--- src/rtl/regwb_pkg.sv ---
// rtl/regwb_pkg.sv - shared register-file writeback constants
package regwb_pkg;

  localparam int RF_AW = 5;
  localparam int RF_DW = 32;

  localparam int WB_ALU  = 0;
  localparam int WB_LOAD = 1;
  localparam int WB_MDU  = 2;

endpackage

--- src/rtl/rr_arbiter.sv ---
// rtl/rr_arbiter.sv - combinational round-robin arbiter, search starts at ptr_i
module rr_arbiter #(
  parameter int N  = 3,
  parameter int PW = (N > 1) ? $clog2(N) : 1
) (
  input  logic [N-1:0]  valid_i,
  input  logic [PW-1:0] ptr_i,
  output logic [N-1:0]  grant_o,
  output logic [PW-1:0] idx_o,
  output logic          any_o
);

  int j;

  always_comb begin
    grant_o = '0;
    idx_o   = '0;
    any_o   = 1'b0;
    j       = 0;
    for (int k = 0; k < N; k++) begin
      j = (int'(ptr_i) + k) % N;
      if (!any_o && valid_i[j]) begin
        any_o      = 1'b1;
        grant_o[j] = 1'b1;
        idx_o      = PW'(j);
      end
    end
  end

endmodule

--- src/rtl/regfile_wb_arbiter.sv ---
// rtl/regfile_wb_arbiter.sv - round-robin sharing of the register-file write port
// Optional read bypass of the in-flight write: REGWB_BYPASS_EN
module regfile_wb_arbiter
  import regwb_pkg::*;
#(
  parameter int NREQ = 3,
  parameter int DW   = RF_DW,
  parameter int AW   = RF_AW
) (
  input  logic               clk,
  input  logic               resetn,
  input  logic [NREQ-1:0]    req_valid,
  output logic [NREQ-1:0]    req_ready,
  input  logic [NREQ*AW-1:0] req_addr,
  input  logic [NREQ*DW-1:0] req_data,
  input  logic               stall,
  output logic               rf_we,
  output logic [AW-1:0]      rf_waddr,
  output logic [DW-1:0]      rf_wdata,
  output logic               busy,
  input  logic [AW-1:0]      byp_raddr1,
  input  logic [AW-1:0]      byp_raddr2,
  output logic               byp_hit1,
  output logic               byp_hit2,
  output logic [DW-1:0]      byp_data1,
  output logic [DW-1:0]      byp_data2
);

  localparam int PW = (NREQ > 1) ? $clog2(NREQ) : 1;

  logic [PW-1:0]   ptr_q, ptr_d;
  logic            we_q, we_d;
  logic [AW-1:0]   waddr_q, waddr_d;
  logic [DW-1:0]   wdata_q, wdata_d;

  logic [NREQ-1:0] arb_grant;
  logic [PW-1:0]   arb_idx;
  logic            arb_any;
  logic            grant_en;
  logic [AW-1:0]   g_addr;
  logic [DW-1:0]   g_data;

  rr_arbiter #(.N(NREQ), .PW(PW)) u_arb (
    .valid_i (req_valid),
    .ptr_i   (ptr_q),
    .grant_o (arb_grant),
    .idx_o   (arb_idx),
    .any_o   (arb_any)
  );

  // No grant may be handed out while reset holds the output stage clear.
  assign grant_en  = arb_any & ~stall & resetn;
  assign req_ready = grant_en ? arb_grant : '0;
  assign busy      = |(req_valid & ~req_ready);

  assign g_addr = req_addr[int'(arb_idx)*AW +: AW];
  assign g_data = req_data[int'(arb_idx)*DW +: DW];

  always_comb begin
    ptr_d   = ptr_q;
    we_d    = 1'b0;
    waddr_d = waddr_q;
    wdata_d = wdata_q;
    if (grant_en) begin
      waddr_d = g_addr;
      wdata_d = g_data;
      // x0 writes are consumed but never reach the register file
      we_d    = (g_addr != '0);
      ptr_d   = (arb_idx == PW'(NREQ - 1)) ? '0 : arb_idx + PW'(1);
    end
  end

  always_ff @(posedge clk or negedge resetn) begin
    if (!resetn) begin
      ptr_q   <= '0;
      we_q    <= 1'b0;
      waddr_q <= '0;
      wdata_q <= '0;
    end else begin
      ptr_q   <= ptr_d;
      we_q    <= we_d;
      waddr_q <= waddr_d;
      wdata_q <= wdata_d;
    end
  end

  assign rf_we    = we_q;
  assign rf_waddr = waddr_q;
  assign rf_wdata = wdata_q;

`ifdef REGWB_BYPASS_EN
  assign byp_hit1  = we_q && (waddr_q == byp_raddr1);
  assign byp_hit2  = we_q && (waddr_q == byp_raddr2);
  assign byp_data1 = wdata_q;
  assign byp_data2 = wdata_q;
`else
  logic unused_byp;
  assign unused_byp = ^{byp_raddr1, byp_raddr2};
  assign byp_hit1   = 1'b0;
  assign byp_hit2   = 1'b0;
  assign byp_data1  = '0;
  assign byp_data2  = '0;
`endif

endmodule

--- config.mk ---
export PLATFORM = sky130hd
export DESIGN_NAME = regfile_wb_arbiter
export DESIGN_NICKNAME = d
export VERILOG_FILES = /design/src/rtl/regwb_pkg.sv /design/src/rtl/rr_arbiter.sv /design/src/rtl/regfile_wb_arbiter.sv
export SDC_FILE = /design/constraint.sdc
export NUM_CORES = 1
export LEC_CHECK = 0
export BUFFER_PORTS_ARGS = -buffer_cell sky130_fd_sc_hd__buf_4
export CAP_MARGIN = 25
export CORE_MARGIN = 2
export CORE_UTILIZATION = 41
export DETAILED_ROUTE_END_ITERATION = 6
export PLACE_DENSITY_LB_ADDON = 0.12
export SLEW_MARGIN = 20
export SYNTH_ARGS = -nofsm -noshare
export SYNTH_HDL_FRONTEND = slang
export SYNTH_HIERARCHICAL = 1
export SYNTH_SLANG_ARGS = --single-unit
--- constraint.sdc ---
create_clock -name clk -period 3.6 [get_ports clk]
set_input_delay 0.72 -clock clk [delete_from_list [all_inputs] [get_ports clk]]
set_output_delay 0.72 -clock clk [all_outputs]
set_load 0.01 [all_outputs]
==> results.md, run 1 <==
- Crit-path max FO: 8
- Worst Path Required: 2.88 ns
- Slew Viols, Final: 0
- DR vias/cell: between 4 and 5
- Fillers: 738
- CP max stage cell: dfrtp_1
- Commonest non-fill, non-tap cells in the layout: 165 x buf_4, 66 x conb_1, 49 x nand2_1
- Max Cap Viol: 0
- Pwr Density: 710 nW/um^2
- CTS buffer count: 5
- Number of global-route vias before repair: between 2000 and 3000
- Cell Chain, Critical Path: inv_1, ha_1, mux2i_4, mux2i_4, o21bai_1, nand2_1, or2_2, o21ai_0, o221ai_1, buf_4
- Antenna violations before repair: 0
- Final WL: approximately 8200 microns
- Syn avg cell area: 8.26 sq um
- Post-synth EDFFs: 0
- Post-synthesis cell count: 382
- # rows: 31
- Ys flop type: dfrtp_1
- Post-Syn Area: ~3200 sq um
- Post-route clock skew: 0.00252 ns
- TNS Setup: 0 ns
- Commonest non-fill, non-tap cell in the layout: buf_4
- Gr usage total: approximately a fifth
- Clk sinks: 40
- WS Path Type: reg -> out
- Post-CTS Setup Repair Bufs: 0
- Clock Path Buffers: 2
- Worst-Margin Slew: around 0.65 ns
- Clock latency at the later pin of the worst-skew pair: approximately 0.28 ns
- Area delta synth->final: 33.2%
- Nets: approximately 660
- Global route total overflow: 0
- Ys async rst share: 100%
- Startpoint Class: flip-flop
- Post-CTS sizing: 0
- Crit path buf inv count: 2
- # DRC: 0
- Max incr delay on CP: roughly 0.4 ns
- Global-route wire length before repair: around 13000 microns
- Min-delay worst type: reg -> reg
- I/O pins: around 240
- Post-DRT Antenna Nets: 0
- CP Data Arrival Time: 2.50 ns
- Min cycle time layout: ~3.2 ns
- Slew headroom: 56.6%
- Core region area: 7370 sq um
- H-tree depth: 2
- RSZ-0062 raised after global routing: no
- Final core utilization: 57.0%
- DIE WIDTH: between 90 and 100 microns
- Port Buffers: between 150 and 200
- Critical Path End Type: output port
- Status: complete, no violations
- Final setup vio count: 0
- Final hold vios: 0
- RePlAce Congestion: around 0.85
- Warnings, synthesis: 6
- ANT cells: 0
- Vias after detailed routing: about 3000
- Post-CTS Hold Fix Bufs: 0
- TritonCTS clock tree: yes
- CP delay by family, top: multiplexers
- Flops & latches, synth: 40
- Worst vdd ir: roughly 0.00027 V
- Sequential-to-total area share from yosys stat: 31.7%
- Starting Density: between 40% and 50%
- Most numerous cell on the critical path: mux2i_4
- 1st-pass router iterations: 4
- Fmax: a little over 300 MHz
- Routed wire per std cell: approximately 13 microns
- Die Span Y: just over 90 microns
- Pin count of the biggest net entering global routing: between 70 and 80
- Final period util: approximately 89%
- Pleak: approximately 2.2 nW
- Clk slew on worst S/H paths: 0.07 ns
- Root buf cell: clkbuf_8
- Fraction of layout cells with a size suffix above 1: roughly a third
- DR iter-0 viols: 66
- Die area: between 8000 and 9000 sq um
- Number of distinct library cells after synthesis: 44
- DPL Wire Length: approximately 6400 microns
path summary, 6_finish.rpt:
kind                        startpoint      endpoint  slack [ns]  depth (start not counted)
min reg2reg                rf_waddr[0]   rf_waddr[0]        0.49                          2
max reg2reg                   ptr_q[1]         rf_we        0.64                         11
min in group asynchronous       resetn   rf_wdata[9]        0.51                          2
max                           ptr_q[1]          busy        0.38                         10
max in group asynchronous       resetn  rf_wdata[19]        2.74                          2
min                        rf_waddr[0]   rf_waddr[0]        0.49                          2
synth_stat cells, types with 2 or more instances:
cell type	count	area, sq um
a21oi_1	41	205
a31oi_1	2	12.5
and2_1	2	12.5
buf_1	2	7.51
buf_2	10	50.1
buf_4	67	503
buf_6	2	22.5
buf_8	2	30.0
clkbuf_1	4	15.0
dfrtp_1	40	1000
ha_1	4	50.1
inv_1	8	30.0
mux2i_1	38	380
mux2i_4	2	45.0
nand2_1	49	184
nand2b_1	3	18.8
nand3_1	2	10.0
nor2_1	41	154
nor2b_1	2	12.5
o21ai_0	12	60.1
o21ai_1	23	115
o221ai_1	2	17.5
o2bb2ai_1	2	17.5
o31ai_1	2	15.0
cell type report:
| cell class | instances | area (sq um) | area share, % |
|---|---|---|---|
| clock buffers | 6 | 72.6 | 1.73 |
| clock inverters | 1 | 5.00 | 0.119 |
| inverters | 8 | 30.0 | 0.714 |
| multi-input cells | 310 | 1730 | 41.2 |
| flip-flops and latches | 40 | 1000 | 23.8 |
| well taps | 99 | 124 | 2.95 |
| repair buffers | 165 | 1240 | 29.5 |
kinds of logic (layout without fill, tap and decap cells):
group | Yosys count | after routing | synth area share [%]
simple gates | 104 | 104 | 13.5
buf+inv | 97 | 180 | 21.9
compound gates | 96 | 96 | 17.6
mux | 40 | 40 | 13.5
flops | 40 | 40 | 31.7
fa+ha+maj | 4 | 4 | 1.59
other cells | 1 | 66 | 0.119
per-layer routing:
metal / wire [microns] / part of all wire, % / vias to the layer above / track usage [%]
met5: 0 / 0 / - / 0
met4: 33 / 0.40 / 0 / 3.36
met2: 4470 / 55 / 125 / 35.2
li1: - / - / 1450 / -
met3: 669 / 8.2 / 2 / 4.27
met1: 3000 / 37 / 1359 / 22.0
state kept, by name, indices dropped and copies added, names as in the netlist:
signal / count
rf_wdata: 32
rf_waddr: 5
ptr_q: 2
rf_we: 1
worst min-delay path: stages, from the launching register on:
cell	delay, ns
dfrtp_1	0.35
nand2_1	0.05
nand2_1	0.06
metrics by stage:
stage / worst slack [ns] / cells / instance area (sq um) / power (mW) / hold WS (ns)
6_report: 0.378 / 629 / 4200 / 2.99 / 0.486
3_5_place_dp: 0.612 / 622 / 4130 / 2.75 / 0.473
5_1_grt: 0.198 / 629 / 4200 / 3.28 / 0.518
2_1_floorplan: 0.766 / 447 / 3400 / 2.16 / 0.424
3_3_place_gp: 0.640 / 622 / 4130 / 2.71 / 0.462
4_1_cts: 0.379 / 629 / 4200 / 3.03 / 0.489
power breakdown:
| group | total [mW] | internal (mW) | switching (mW) | leakage [nW] |
|---|---|---|---|---|
| Combinational | 1.95 | 0.863 | 1.09 | 1.61 |
| Clock | 0.274 | 0.132 | 0.142 | 0.0410 |
| Sequential | 0.759 | 0.651 | 0.108 | 0.503 |
Power figures use the tool's default switching activity.
==> run 2, diff against run 1 <==
CAP_MARGIN = 0   (was 25)
CORE_UTILIZATION = 40   (was 41)
==> run 2 against run 1 <==
  * First-iteration DRC count is 88% higher
  * Fmax is 0.29% higher
  * Via count is 0.89% lower
  * Sequential cell count stayed put
  * Critical path depth stayed put
  * Non-clock buffer count stayed put
  * Clock power is 32% higher
  * Design area is 0.80% higher
  * Die area is 2.4% higher
  * Power is 3.1% higher
==> results.md, run 2 (synthesis results as in run 1) <==
- DIE WIDTH: a little over 90 microns
- 1st-pass router iterations: 5
- CP max stage cell: dfrtp_1
- Post-CTS sizing: 0
- Gr usage total: between 15 and 20%
- Nets: between 600 and 700
- Placed cell area: 4130 sq um
- Min-delay worst type: reg -> reg
- Clk sinks: 40
- Clock latency at the later pin of the worst-skew pair: 0.29 ns
- Pwr Density: a little over 700 nW/um^2
- DR iter-0 viols: around 120
- # DRC: 0
- Post-CTS Setup Repair Bufs: 0
- Sequential share of power: roughly 25%
- Worst-Margin Slew: ~0.67 ns
- Final period util: between 80 and 90%
- I/O pins: between 200 and 250
- Area delta synth->final: 34.3%
- Vias after detailed routing: between 2000 and 3000
- Worst vdd ir: ~0.0003 V
- Commonest non-fill, non-tap cells in the layout: 165 x buf_4, 66 x conb_1, 49 x nand2_1
- Global-route wire length before repair: approximately 12000 microns
- DR vias/cell: approximately 4.6
- Final core utilization: between 50% and 60%
- # rows: 32
- Max Cap Viol: 0
- Final setup vio count: 0
- Final hold vios: 0
- Slew headroom: between 50% and 60%
- TNS Setup: 0 ns
- Routed wire per std cell: approximately 13 microns
- Post-DRT Antenna Nets: 0
- Core region area: 7690 sq um
- CTS buffer count: 5
- Global route total overflow: 0
- Most numerous cell on the critical path: mux2i_4
- Status: complete, no violations
- Design Area, Final: 4240 sq um
- Number of global-route vias before repair: around 2600
- Sw frac: about 44%
- CP delay by family, top: multiplexers
- CP Data Arrival Time: approximately 2.5 ns
- Root buf cell: clkbuf_8
- TritonCTS clock tree: yes
- Max incr delay on CP: between 0.3 and 0.4 ns
- Logic pwr share: between 60% and 70%
- Largest register FFs: 32
- Cell Chain, Critical Path: inv_1, ha_1, mux2i_4, mux2i_4, o21bai_1, nand2_1, or2_2, o21ai_0, o221ai_1, buf_4
- Pin count of the biggest net entering global routing: 75
- Fraction of layout cells with a size suffix above 1: between 30% and 40%
- DPL Wire Length: about 6200 microns
- Worst Path Required: about 2.9 ns
- Min cycle time layout: approximately 3.2 ns
- H-tree depth: 2
- Die area: ~8600 sq um
- Psw: between 1 and 1.5 mW
- Commonest non-fill, non-tap cell in the layout: buf_4
- Clock Path Buffers: 2
- Slew Viols, Final: 0
- Fillers: 766
- Antenna violations before repair: 0
- WS Path Type: reg -> out
- Port Buffers: 158
- Final WL: between 8000 and 9000 microns
- RSZ-0062 raised after global routing: no
- Startpoint Class: flip-flop
- Clk slew on worst S/H paths: 0.08 ns
- RePlAce Congestion: between 0.8 and 0.9
- Starting Density: between 40% and 50%
- Critical Path End Type: output port
- Crit-path max FO: 8
- Post-route clock skew: around 0.0048 ns
- Pleak: 2.17 nW
- Fmax: a little over 300 MHz
- Clock share of power: around an eighth
- ANT cells: 0
- Crit path buf inv count: 2
- Die Span Y: between 90 and 100 microns
- Int Pwr: ~1.7 mW
- Post-CTS Hold Fix Bufs: 0
[run 2: routing by layer]
metal / vias to the layer above / wire length, microns / GRT usage (%)
li1: 1450 / - / -
met1: 1310 / 3120 / 21.4
met2: 138 / 4120 / 30.9
met3: 12 / 688 / 4.64
met4: 0 / 128 / 4.41
met5: - / 0 / 0
[run 2: power by group through the flow]
stage	clock, mW	combinational, mW	sequential [mW]
3_3_place_gp	0	1.95	0.765
6_report	0.361	1.95	0.764
5_1_grt	0.396	2.16	0.792
4_1_cts	0.376	1.98	0.766
3_5_place_dp	0	1.98	0.772
2_1_floorplan	0	1.31	0.851
[run 2: area by class of cell]
type / instances / area (sq um) / share of cell area, %
inverters: 8 / 30.0 / 0.709
multi-input cells: 310 / 1730 / 40.9
well taps: 102 / 128 / 3.01
repair buffers: 165 / 1240 / 29.2
flip-flops and latches: 40 / 1000 / 23.6
clock inverters: 2 / 35.0 / 0.827
clock buffers: 6 / 72.6 / 1.71
[run 2: stage by stage]
stage	instances	setup slack, ns	power (mW)	hold slack, ns
global placement	625	0.666	2.71	0.464
detailed placement	625	0.640	2.75	0.466
finish	633	0.387	3.08	0.486
floorplan	447	0.766	2.16	0.424
global route	633	0.250	3.35	0.517
CTS	633	0.364	3.12	0.493
[run 2: worst reg2reg max path: stages (launching register included)]
cell       delay [ns]
dfrtp_1          0.42
inv_1            0.09
ha_1             0.37
mux2i_4          0.34
mux2i_4          0.12
mux2i_1          0.17
nor2_4           0.22
buf_4            0.34
mux2i_1          0.29
o2bb2ai_2        0.10
a2111oi_2        0.21
a31oi_1          0.12
[run 2: final timing paths]
| path | from | end | slack [ns] | depth (start not counted) |
|---|---|---|---|---|
| worst max-delay path | ptr_q[1] | busy | 0.39 | 10 |
| worst min-delay path | rf_wdata[31] | rf_wdata[31] | 0.49 | 2 |
| worst max register to register | ptr_q[1] | rf_we | 0.66 | 11 |
| worst min register to register | rf_wdata[31] | rf_wdata[31] | 0.49 | 2 |
| max in group asynchronous | resetn | rf_wdata[17] | 2.73 | 2 |
| min in group asynchronous | resetn | rf_wdata[6] | 0.51 | 2 |
